File: src/rtl/trireg_pkg.sv
// Shared encodings for the trireg sampler: FSM state codes and storage-strength codes.
package trireg_pkg;

  localparam logic [1:0] ST_EMPTY  = 2'b00;
  localparam logic [1:0] ST_DRIVEN = 2'b01;
  localparam logic [1:0] ST_HELD   = 2'b10;

  localparam logic [1:0] STR_NONE   = 2'b00;
  localparam logic [1:0] STR_SMALL  = 2'b01;
  localparam logic [1:0] STR_MEDIUM = 2'b10;
  localparam logic [1:0] STR_LARGE  = 2'b11;

  function automatic int max3(input int a, input int b, input int c);
    int m;
    m = (a > b) ? a : b;
    return (m > c) ? m : c;
  endfunction

endpackage

File: src/rtl/charge_decay_timer.sv
// Down-counter modelling how long a tri-stated net keeps its charge.
// load starts a hold of the strength-selected length; expire fires on the last held cycle.
module charge_decay_timer
  import trireg_pkg::*;
#(
  parameter int DECAY_SMALL  = 4,
  parameter int DECAY_MEDIUM = 16,
  parameter int DECAY_LARGE  = 64
) (
  input  logic       clk,
  input  logic       rst,
  input  logic       i_load,
  input  logic [1:0] i_strength,
  input  logic       i_abort,
  input  logic       i_tick,
  output logic       o_expire
);

  localparam int MAX_DECAY = max3(DECAY_SMALL, DECAY_MEDIUM, DECAY_LARGE);
  localparam int CW        = $clog2(MAX_DECAY + 1);

  logic [CW-1:0] r_count;
  logic [CW-1:0] w_load_val;

  always_comb begin
    w_load_val = '0;
    case (i_strength)
      STR_SMALL:  w_load_val = CW'(DECAY_SMALL);
      STR_MEDIUM: w_load_val = CW'(DECAY_MEDIUM);
      STR_LARGE:  w_load_val = CW'(DECAY_LARGE);
      default:    w_load_val = '0;
    endcase
  end

  assign o_expire = i_tick && (r_count == CW'(1));

  always_ff @(posedge clk) begin
    if (rst) begin
      r_count <= '0;
    end else if (i_load) begin
      r_count <= w_load_val;
    end else if (i_abort) begin
      r_count <= '0;
    end else if (i_tick && (r_count != '0)) begin
      r_count <= r_count - CW'(1);
    end
  end

endmodule

File: src/rtl/trireg_sampler.sv
// Samples a tri-state bus, holds the last driven value for a strength-dependent time
// after the driver releases, and publishes value changes on a one-deep sample port.
module trireg_sampler
  import trireg_pkg::*;
#(
  parameter int WIDTH        = 8,
  parameter int DECAY_SMALL  = 4,
  parameter int DECAY_MEDIUM = 16,
  parameter int DECAY_LARGE  = 64
) (
  input  logic             clk,
  input  logic             rst,
  input  logic [WIDTH-1:0] bus_in,
  input  logic             drv_en,
  input  logic [1:0]       strength,
  output logic [WIDTH-1:0] data_out,
  output logic             data_valid,
  output logic [1:0]       state,
  output logic             decay_pulse,
  output logic [WIDTH-1:0] smp_data,
  output logic             smp_valid,
  input  logic             smp_ready,
  output logic             smp_ovf
);

  logic [1:0]       r_state;
  logic [WIDTH-1:0] r_data;
  logic             r_data_valid;
  logic             r_decay_pulse;
  logic [WIDTH-1:0] r_smp_data;
  logic             r_smp_valid;
  logic             r_smp_ovf;

  logic [1:0]       w_state_nxt;
  logic [WIDTH-1:0] w_data_nxt;
  logic             w_publish;
  logic             w_load;
  logic             w_abort;
  logic             w_tick;
  logic             w_expire;
  logic             w_pulse;

  charge_decay_timer #(
    .DECAY_SMALL (DECAY_SMALL),
    .DECAY_MEDIUM(DECAY_MEDIUM),
    .DECAY_LARGE (DECAY_LARGE)
  ) u_timer (
    .clk       (clk),
    .rst       (rst),
    .i_load    (w_load),
    .i_strength(strength),
    .i_abort   (w_abort),
    .i_tick    (w_tick),
    .o_expire  (w_expire)
  );

  always_comb begin
    w_state_nxt = r_state;
    w_data_nxt  = r_data;
    w_publish   = 1'b0;
    w_load      = 1'b0;
    w_abort     = 1'b0;
    w_tick      = 1'b0;
    w_pulse     = 1'b0;
    case (r_state)
      ST_EMPTY: begin
        if (drv_en) begin
          w_state_nxt = ST_DRIVEN;
          w_data_nxt  = bus_in;
          w_publish   = 1'b1;
        end
      end
      ST_DRIVEN: begin
        if (drv_en) begin
          w_data_nxt = bus_in;
          w_publish  = (bus_in != r_data);
        end else if (strength == STR_NONE) begin
          // No storage: the net collapses immediately, which is not a timeout.
          w_state_nxt = ST_EMPTY;
        end else begin
          w_state_nxt = ST_HELD;
          w_load      = 1'b1;
        end
      end
      ST_HELD: begin
        if (drv_en) begin
          w_state_nxt = ST_DRIVEN;
          w_data_nxt  = bus_in;
          w_publish   = 1'b1;
          w_abort     = 1'b1;
        end else begin
          w_tick = 1'b1;
          if (w_expire) begin
            w_state_nxt = ST_EMPTY;
            w_pulse     = 1'b1;
          end
        end
      end
      default: w_state_nxt = ST_EMPTY;
    endcase
  end

  always_ff @(posedge clk) begin
    if (rst) begin
      r_state       <= ST_EMPTY;
      r_data        <= '0;
      r_data_valid  <= 1'b0;
      r_decay_pulse <= 1'b0;
    end else begin
      r_state       <= w_state_nxt;
      r_data        <= w_data_nxt;
      r_data_valid  <= (w_state_nxt == ST_DRIVEN) || (w_state_nxt == ST_HELD);
      r_decay_pulse <= w_pulse;
    end
  end

  // Sample port: a transfer happens on any edge where smp_valid && smp_ready.
  // A publish on that same edge refills the slot; a publish while the slot is
  // full and not being accepted overwrites it and sets the sticky overflow flag.
  always_ff @(posedge clk) begin
    if (rst) begin
      r_smp_valid <= 1'b0;
      r_smp_data  <= '0;
      r_smp_ovf   <= 1'b0;
    end else begin
      if (w_publish) begin
        r_smp_valid <= 1'b1;
        r_smp_data  <= w_data_nxt;
        if (r_smp_valid && !smp_ready) r_smp_ovf <= 1'b1;
      end else if (r_smp_valid && smp_ready) begin
        r_smp_valid <= 1'b0;
      end
    end
  end

  assign state       = r_state;
  assign data_out    = r_data;
  assign data_valid  = r_data_valid;
  assign decay_pulse = r_decay_pulse;
  assign smp_data    = r_smp_data;
  assign smp_valid   = r_smp_valid;
  assign smp_ovf     = r_smp_ovf;

endmodule
File: config.mk
export PLATFORM = sky130hd
export DESIGN_NAME = trireg_sampler
export DESIGN_NICKNAME = d
export VERILOG_FILES = /design/src/rtl/trireg_pkg.sv /design/src/rtl/charge_decay_timer.sv /design/src/rtl/trireg_sampler.sv
export SDC_FILE = /design/constraint.sdc
export NUM_CORES = 1
export LEC_CHECK = 0
export ABC_AREA = 0
export CORE_MARGIN = 2
export CORE_UTILIZATION = 45
export CTS_CLUSTER_DIAMETER = 200
export CTS_CLUSTER_SIZE = 24
export DETAILED_ROUTE_END_ITERATION = 10
export PLACE_DENSITY_LB_ADDON = 0.3
export SYNTH_ARGS = -nofsm -noshare
export SYNTH_HDL_FRONTEND = slang
export SYNTH_SLANG_ARGS = --single-unit
File: constraint.sdc
create_clock -name clk -period 2.3 [get_ports clk]
set_input_delay 0.69 -clock clk [delete_from_list [all_inputs] [get_ports clk]]
set_output_delay 0.69 -clock clk [all_outputs]
set_load 0.01 [all_outputs]
==> reports/metrics.cfg, run 1 <==
[run_status]
status=finished clean

[final_layout]
register_area_um2=581
syn_to_final_growth_pct=31.9
multi_input_area_um2=971
final_common_cell=clkdlybuf4s50_1
final_util_pct=62.7
layout_common_cells=35 x clkdlybuf4s50_1, 29 x dfxtp_1, 18 x nand2_1
layout-drive-gt1-share_pct=11.9
final_area_um2=2140
nFillCells=307
n_antenna_cell=0
final_nets=252

[cts]
cts_tree=built
cts-root-buf=clkbuf_4
postCtsSetupRepairBufs=0
h-tree-depth=2
cts_num_sinks=29
cts_buffers=5
postCtsHoldBufs=0
clk_latency_ns=0.34
path_clk_slew_ns=0.09
cts.path.max_buffers=2
ctsResizeCount=0

[sta]
slew_viol_final=0
rsz0062_at_grt=no
holdWs_ns=0.469
worst_pin_slew_ns=0.742
slew_headroom_pct=50.5
finalClockSkew_ns=0.00677
finalSetupViolations=0
finalHoldViolCount=0
post-route-min-period_ns=2.09
post-route-period-util_pct=90.9
max_freq_mhz=478

[critical_path]
cp_max_fo=9
cp-end-kind=output port
crit_path_start=state[0]$_SDFF_PP0_
path_cells=clkdlybuf4s50_1
cp-start-kind=register
cp-endpoint=state[0]
regToRegSetupSlack_ns=0.66
critPathSlowestCell=clkdlybuf4s50_1
r2r_cells=6
r2r-end=u_timer.r_count[2]$_SDFFE_PP0P_
worstReg2RegStart=u_timer.r_count[0]$_SDFFE_PP0P_
slowest_delay_ns=0.60
critPathArrivalTime_ns=1.40
crit_type=register to output port
critPathRequiredTime_ns=1.61
path_buf_inv=1
crit_cells=1
crit_family=buffers and inverters

[drt]
vias_per_cell=5.57
dr.pass1.iters=4
drtIter0Drc=87
wl_um=3960
routedWlPerCell_um=14.0
drc=0
drtAntennaViolNets=0
num_vias=1570

[job]
cap_viol_max_count=0

[floorplan]
die_h_um=64.1
start_util_pct=47.6
core_um2=3420
die-area_um2=4110
die_w_um=64.1
rows=21
io_pins=36

[pwr]
power_density_nw_per_um2=556
total_power_mw=1.19
peakVddDrop_mv=0.439
power_leakage_nw=0.825

[yosys]
netlist_instances=192
avgSynthCellArea_um2=8.47
synth_cell_types=44
yosysWarnings=0
ys_ff_latch=29
syn-num-nets=209
seq_area_frac_synth_pct=35.7
syn_area_um2=1630

[placement]
dpl_cell_area_um2=2070
dp_hpwl_um=2750
numPortBuffers=35
gp_congestion=0.827

[grt]
grt_overflow=0
grt_pass1_wl_um=6790
grt_pass1_vias=1488
antenna_found_initial=0
grt.total_usage_pct=20.9
grt_max_degree=25

[min_path]
worstHoldStart=smp_ovf$_SDFFE_PP0P_
hp-class=register to register

==> worst min-delay path by stage <==
stage	to	slack [ns]	cells past startpoint
after floorplan	smp_ovf$_SDFFE_PP0P_	0.48	2
after global placement	smp_ovf$_SDFFE_PP0P_	0.45	2
after detailed placement	smp_ovf$_SDFFE_PP0P_	0.46	2
after CTS	smp_ovf$_SDFFE_PP0P_	0.48	2
after global routing	data_out[7]$_SDFF_PP0_	0.52	2
final	smp_ovf$_SDFFE_PP0P_	0.47	2
==> cells in the mapped netlist, drive strengths merged <==
| library cell | instances | area share, % |
|---|---|---|
| a21boi | 2 | 0.92 |
| buf | 6 | 2.0 |
| nor3b | 2 | 0.92 |
| clkbuf | 2 | 0.46 |
| a31o | 1 | 0.54 |
| o22a | 1 | 0.54 |
| o21ai | 13 | 4.5 |
| or2 | 1 | 0.39 |
| o31ai | 2 | 1.2 |
| nand2 | 18 | 4.2 |
| nand3b | 1 | 0.46 |
| inv | 9 | 2.1 |
| xnor2 | 8 | 4.3 |
| ha | 3 | 2.3 |
| or3b | 2 | 1.2 |
| and3 | 9 | 3.5 |
| a21oi | 12 | 4.4 |
| xor2 | 3 | 1.6 |
| and4 | 1 | 0.54 |
| a211oi | 2 | 0.92 |
| or3 | 2 | 0.77 |
| nand2b | 2 | 0.77 |
| o2bb2ai | 2 | 1.1 |
| a31oi | 1 | 0.39 |
| a2111oi | 1 | 1.7 |
| a221oi | 2 | 1.8 |
| nor4b | 1 | 1.5 |
| nor2 | 9 | 2.1 |
| nand3 | 11 | 3.4 |
| dfxtp | 29 | 36 |
| nor3 | 5 | 1.5 |
| a22oi | 8 | 3.7 |
| o221a | 1 | 0.69 |
| nand4 | 10 | 3.8 |
| a21o | 1 | 0.46 |
| nor2b | 8 | 3.1 |
| a41oi | 1 | 0.54 |
==> final cells by class <==
| cell class | instances | area share [%] |
|---|---|---|
| multi-input combinational | 146 | 45.3 |
| sequential | 29 | 27.1 |
| timing repair buffer | 44 | 20.1 |
| clock buffer | 7 | 3.04 |
| tap | 46 | 2.69 |
| inverter | 9 | 1.58 |
| clock inverter | 1 | 0.234 |
==> power breakdown <==
part,total [mW],switching [mW],internal [mW],leakage [nW]
combinational,0.273,0.135,0.138,0.545
sequential,0.557,0.0234,0.533,0.239
clock,0.361,0.184,0.177,0.0413
total,1.19,0.342,0.849,0.825
==> metal layers <==
layer	GRT usage (%)	share of wire (%)	up-vias
li1	-	-	789
met1	28.1	47	717
met2	32.8	45	57
met3	5.46	6.6	7
met4	6.65	1.2	0
met5	0	0	-
==> worst register-to-register path, stage by stage, from the launching register on <==
cell and delay [ns]:
dfxtp_1 0.36, inv_1 0.09, ha_1 0.14, nor4b_4 0.37
a21oi_4 0.15, o22a_1 0.22, o221a_1 0.21
==> flip-flops by register name, summed over array words and instances (netlist names) <==
name	flops
data_out	8
smp_data	8
u_timer.r_count	7
state	2
data_valid	1
decay_pulse	1
smp_ovf	1
smp_valid	1
==> cells by family (layout without fill, tap and decap cells) <==
logic type | Yosys count | in the layout | synth area share [%]
compound gates | 50 | 50 | 23.4
xor+xnor | 11 | 11 | 5.93
fa+ha+maj | 3 | 3 | 2.31
buf+inv | 17 | 61 | 4.54
flops | 29 | 29 | 35.7
simple gates | 82 | 82 | 28.1
==> stage by stage <==
stage	setup slack, ns	std cells	TNS (ns)
2_1_floorplan	0.536	192	0
3_3_place_gp	0.00331	274	0
4_1_cts	0.199	282	0
6_report	0.209	282	0
5_1_grt	0.139	282	0
3_5_place_dp	-0.0565	274	-0.0565
Note: power is estimated with default switching activity, not from simulation.
==> run 2: changes to the inputs <==
--- a/config.mk
+++ b/config.mk
@@ -11,6 +11,8 @@
 export CTS_CLUSTER_DIAMETER = 200
 export CTS_CLUSTER_SIZE = 24
 export DETAILED_ROUTE_END_ITERATION = 10
+export GPL_ROUTABILITY_DRIVEN = 0
+export GPL_TIMING_DRIVEN = 0
 export PLACE_DENSITY_LB_ADDON = 0.3
 export SYNTH_ARGS = -nofsm -noshare
 export SYNTH_HDL_FRONTEND = slang
==> run 2 against run 1 <==
Total power fell by 4.4%; sequential power barely moved; cell area shrank 2.4%; clock power down 11%; clock skew decreased by 0.00056 ns; critical path type unchanged.
==> reports/metrics.cfg, run 2 (same netlist as run 1, synthesis figures left out) <==
[critical_path]
path_buf_inv=1
crit_type=register to output port
cp-end-kind=output port
cp_max_fo=9
crit_cells=1
critPathRequiredTime_ns=1.61
critPathArrivalTime_ns=1.44
r2r_cells=6
cp-start-kind=register
path_cells=clkdlybuf4s50_1
slowest_delay_ns=0.61
crit_family=buffers and inverters
critPathSlowestCell=clkdlybuf4s50_1

[sta]
timing.final.ws_setup_ns=0.174
max_freq_mhz=470
worst_pin_slew_ns=0.880
post-route-min-period_ns=2.13
post-route-period-util_pct=92.4
finalClockSkew_ns=0.00621
slew_headroom_pct=40.9
finalHoldViolCount=0
finalSetupViolations=0
rsz0062_at_grt=no
slew_viol_final=0

[drt]
drtIter0Drc=100
vias_per_cell=5.50
drc=0
dr.pass1.iters=5
routedWlPerCell_um=13.7
num_vias=1541
drtAntennaViolNets=0
wl_um=3830

[cts]
cts-root-buf=clkbuf_4
postCtsSetupRepairBufs=0
cts_tree=built
cts_num_sinks=29
clk_latency_ns=0.33
cts.path.max_buffers=2
cts_buffers=5
path_clk_slew_ns=0.09
h-tree-depth=2
postCtsHoldBufs=0

[final_layout]
final_nets=251
syn_to_final_growth_pct=28.7
layout-drive-gt1-share_pct=9.40
final_common_cell=clkdlybuf4s50_1
n_antenna_cell=0
layout_common_cells=35 x clkdlybuf4s50_1, 29 x dfxtp_1, 18 x nand2_1
nFillCells=319

[min_path]
hp-class=register to register
holdPathStages=2

[placement]
post-place-ws_ns=-0.274
dp_hpwl_um=2750
numPortBuffers=35

[grt]
grt_max_degree=11
antenna_found_initial=0
grt.total_usage_pct=20.6
grt_pass1_wl_um=6600
grt_overflow=0
grt_pass1_vias=1392

[pwr]
power_density_nw_per_um2=544
power_leakage_nw=0.790
peakVddDrop_mv=0.225
total_power_mw=1.14

[floorplan]
core_um2=3420
rows=21
io_pins=36
die_h_um=64.1
start_util_pct=47.6
die_w_um=64.1
die-area_um2=4110

[run_status]
status=finished clean

[job]
cap_viol_max_count=0

==> run 2: changes by cell type in the layout (fill, tap and decap cells not counted) <==
cell	before	now
clkbuf_1	0	3
buf_1	0	2
buf_2	0	2
clkinv_2	1	0
buf_4	8	2
clkbuf_8	2	1
a21boi_1	2	1
a21boi_2	0	1
buf_12	1	0
==> run 2: worst paths after layout <==
check	end	slack (ns)	start
worst max-delay path	state[0]	0.17	state[0]$_SDFF_PP0_
worst min-delay path	smp_ovf$_SDFFE_PP0P_	0.48	smp_ovf$_SDFFE_PP0P_
worst max register to register	u_timer.r_count[2]$_SDFFE_PP0P_	0.61	u_timer.r_count[0]$_SDFFE_PP0P_
worst min register to register	smp_ovf$_SDFFE_PP0P_	0.48	smp_ovf$_SDFFE_PP0P_
==> run 2: power by group <==
group / total (mW) / leakage (nW) / internal, mW / switching (mW)
combinational: 0.259 / 0.520 / 0.128 / 0.131
sequential: 0.557 / 0.239 / 0.533 / 0.0234
clock: 0.323 / 0.0314 / 0.144 / 0.179
total: 1.14 / 0.790 / 0.805 / 0.333
==> run 2: per-stage QoR <==
step           hold slack (ns)  area, µm²  setup TNS (ns)  cells  util, %
2_1_floorplan            0.478       1630               0    192        -
3_3_place_gp             0.454       2030           -2.33    273     59.5
3_5_place_dp             0.473       2030           -1.91    273     59.5
4_1_cts                  0.487       2090               0    280     61.1
5_1_grt                  0.510       2090               0    280     61.2
6_report                 0.484       2090               0    280     61.2
==> run 2: metal layers <==
| metal | vias to the layer above | wire length, µm | GRT usage, % | share of wire (%) |
|---|---|---|---|---|
| li1 | 778 | - | - | - |
| met1 | 709 | 1910 | 28.6 | 50 |
| met2 | 48 | 1650 | 30.5 | 43 |
| met3 | 6 | 221 | 5.63 | 5.8 |
| met4 | 0 | 47 | 7.18 | 1.2 |
| met5 | - | 0 | 0 | 0 |
==> run 2: final cells by class <==
type / instances / area, µm² / share of cell area [%]
multi-input cells: 146 / 975 / 46.6
flip-flops and latches: 29 / 581 / 27.8
repair buffers: 35 / 350 / 16.7
well taps: 46 / 57.6 / 2.75
clock buffers: 7 / 55.1 / 2.63
plain buffers: 8 / 40.0 / 1.91
inverters: 9 / 33.8 / 1.61
==> run 2: timing repair <==
item,in CTS,in global routing
hold endpoints to repair,0,0
gates resized for setup,0,1
endpoints found under the setup margin,0,2
==> run 3: changes to the inputs <==
--- a/config.mk
+++ b/config.mk
@@ -13,7 +13,7 @@
 export DETAILED_ROUTE_END_ITERATION = 10
 export GPL_ROUTABILITY_DRIVEN = 0
 export GPL_TIMING_DRIVEN = 0
-export PLACE_DENSITY_LB_ADDON = 0.3
+export PLACE_DENSITY = 0.72
 export SYNTH_ARGS = -nofsm -noshare
 export SYNTH_HDL_FRONTEND = slang
 export SYNTH_SLANG_ARGS = --single-unit
==> run 3 against run 2 <==
Die area stayed put; maximum frequency grew 0.11%; via count is 3.9% higher; highest routed layer unchanged.
==> reports/metrics.cfg, run 3 (same netlist as run 1, synthesis figures left out) <==
[run_status]
status=finished clean

[drt]
num_vias=1601
drc=0
vias_per_cell=5.70
drtIter0Drc=84
drtAntennaViolNets=0
wl_um=4030
routedWlPerCell_um=14.4
dr.pass1.iters=4

[final_layout]
syn_to_final_growth_pct=28.6
layout-drive-gt1-share_pct=9.36
final_nets=251
final_common_cell=clkdlybuf4s50_1
n_antenna_cell=0
layout_common_cells=35 x clkdlybuf4s50_1, 29 x dfxtp_1, 18 x nand2_1
finalNonFillerCells=281

[critical_path]
crit_family=compound AO/OA/AOI/OAI gates
crit_type=input port to register
path_buf_inv=3
cp-start-kind=input port
cp_max_fo=10
cp-end-kind=register
critPathSlowestCell=o21ai_1
path_cells=clkdlybuf4s50_1 > buf_4 > inv_1 > o21ai_1 > o31ai_2 > o31ai_1
slowest_delay_ns=0.51
critPathArrivalTime_ns=2.36
critPathRequiredTime_ns=2.54

[cts]
cts_buffers=5
ctsResizeCount=0
postCtsHoldBufs=0
cts.path.max_buffers=2
cts_num_sinks=29
path_clk_slew_ns=0.08
postCtsSetupRepairBufs=0
cts-root-buf=clkbuf_4
clk_latency_ns=0.33
cts_tree=built
h-tree-depth=2

[grt]
met2_usage_pct=32.8
grt.busiest_layer=met2
grt_overflow=0
use_met3_pct=5.81
grt_pass1_wl_um=6780
grt.total_usage_pct=21.1
grt_max_degree=11
grtUsageMet1_pct=28.6
grt_pass1_vias=1443
antenna_found_initial=0

[sta]
slew_viol_final=0
finalHoldViolCount=0
finalSetupViolations=0
rsz0062_at_grt=no
post-route-period-util_pct=92.3
worst_pin_slew_ns=0.677
slew_headroom_pct=54.7
finalClockSkew_ns=0.00502
post-route-min-period_ns=2.12
max_freq_mhz=471

[job]
cap_viol_max_count=0

[pwr]
power_density_nw_per_um2=533
total_power_mw=1.11
peakVddDrop_mv=0.355
power_leakage_nw=0.786

[placement]
numPortBuffers=35
dp_cells=273
dp_hpwl_um=2960

[floorplan]
core_um2=3420
io_pins=36
rows=21
die_h_um=64.1
start_util_pct=47.6
die-area_um2=4110
die_w_um=64.1

[min_path]
hp-class=register to register

-- run 3: changes by cell type in the layout (fill, tap and decap cells not counted), sizes merged --
cell    delta
clkbuf     +1
-- run 3: final cells by class --
type,count,area (µm²)
well taps,46,57.6
clock buffers,8,48.8
plain buffers,8,40.0
multi-input cells,146,980
repair buffers,35,350
inverters,9,33.8
flip-flops and latches,29,581
fillers,314,1330
-- run 3: power breakdown --
group          total (mW)  switching (mW)  internal, mW
Sequential          0.556          0.0228         0.533
Combinational       0.264           0.135         0.128
Clock               0.295           0.173         0.122
-- run 3: final timing paths --
path / slack (ns) / endpoint / depth (start not counted) / start
max reg2reg: 0.57 / u_timer.r_count[2]$_SDFFE_PP0P_ / 6 / u_timer.r_count[0]$_SDFFE_PP0P_
max: 0.18 / smp_ovf$_SDFFE_PP0P_ / 6 / drv_en
min: 0.47 / smp_ovf$_SDFFE_PP0P_ / 2 / smp_ovf$_SDFFE_PP0P_
min reg2reg: 0.47 / smp_ovf$_SDFFE_PP0P_ / 2 / smp_ovf$_SDFFE_PP0P_
-- run 3: stage by stage --
stage	instance area [µm²]	setup slack [ns]	utilization, %	TNS [ns]	hold WS (ns)
6_report	2090	0.177	61.2	0	0.467
5_1_grt	2090	0.0524	61.2	0	0.493
4_1_cts	2080	0.114	61.0	0	0.473
3_5_place_dp	2030	-0.218	59.5	-2.69	0.452
3_3_place_gp	2030	-0.180	59.5	-2.00	0.444
2_1_floorplan	1630	0.536	-	0	0.478
-- run 3: worst min-delay path, stage by stage, from the launching register on --
cell	delay, ns
dfxtp_1	0.32
nand2_1	0.05
o31ai_1	0.06
-- run 3: layer usage --
layer | part of all wire, % | vias up
met3 | 5.4 | 6
met2 | 46 | 52
li1 | - | 788
met4 | 1.3 | 0
met1 | 47 | 755
met5 | 0 | -
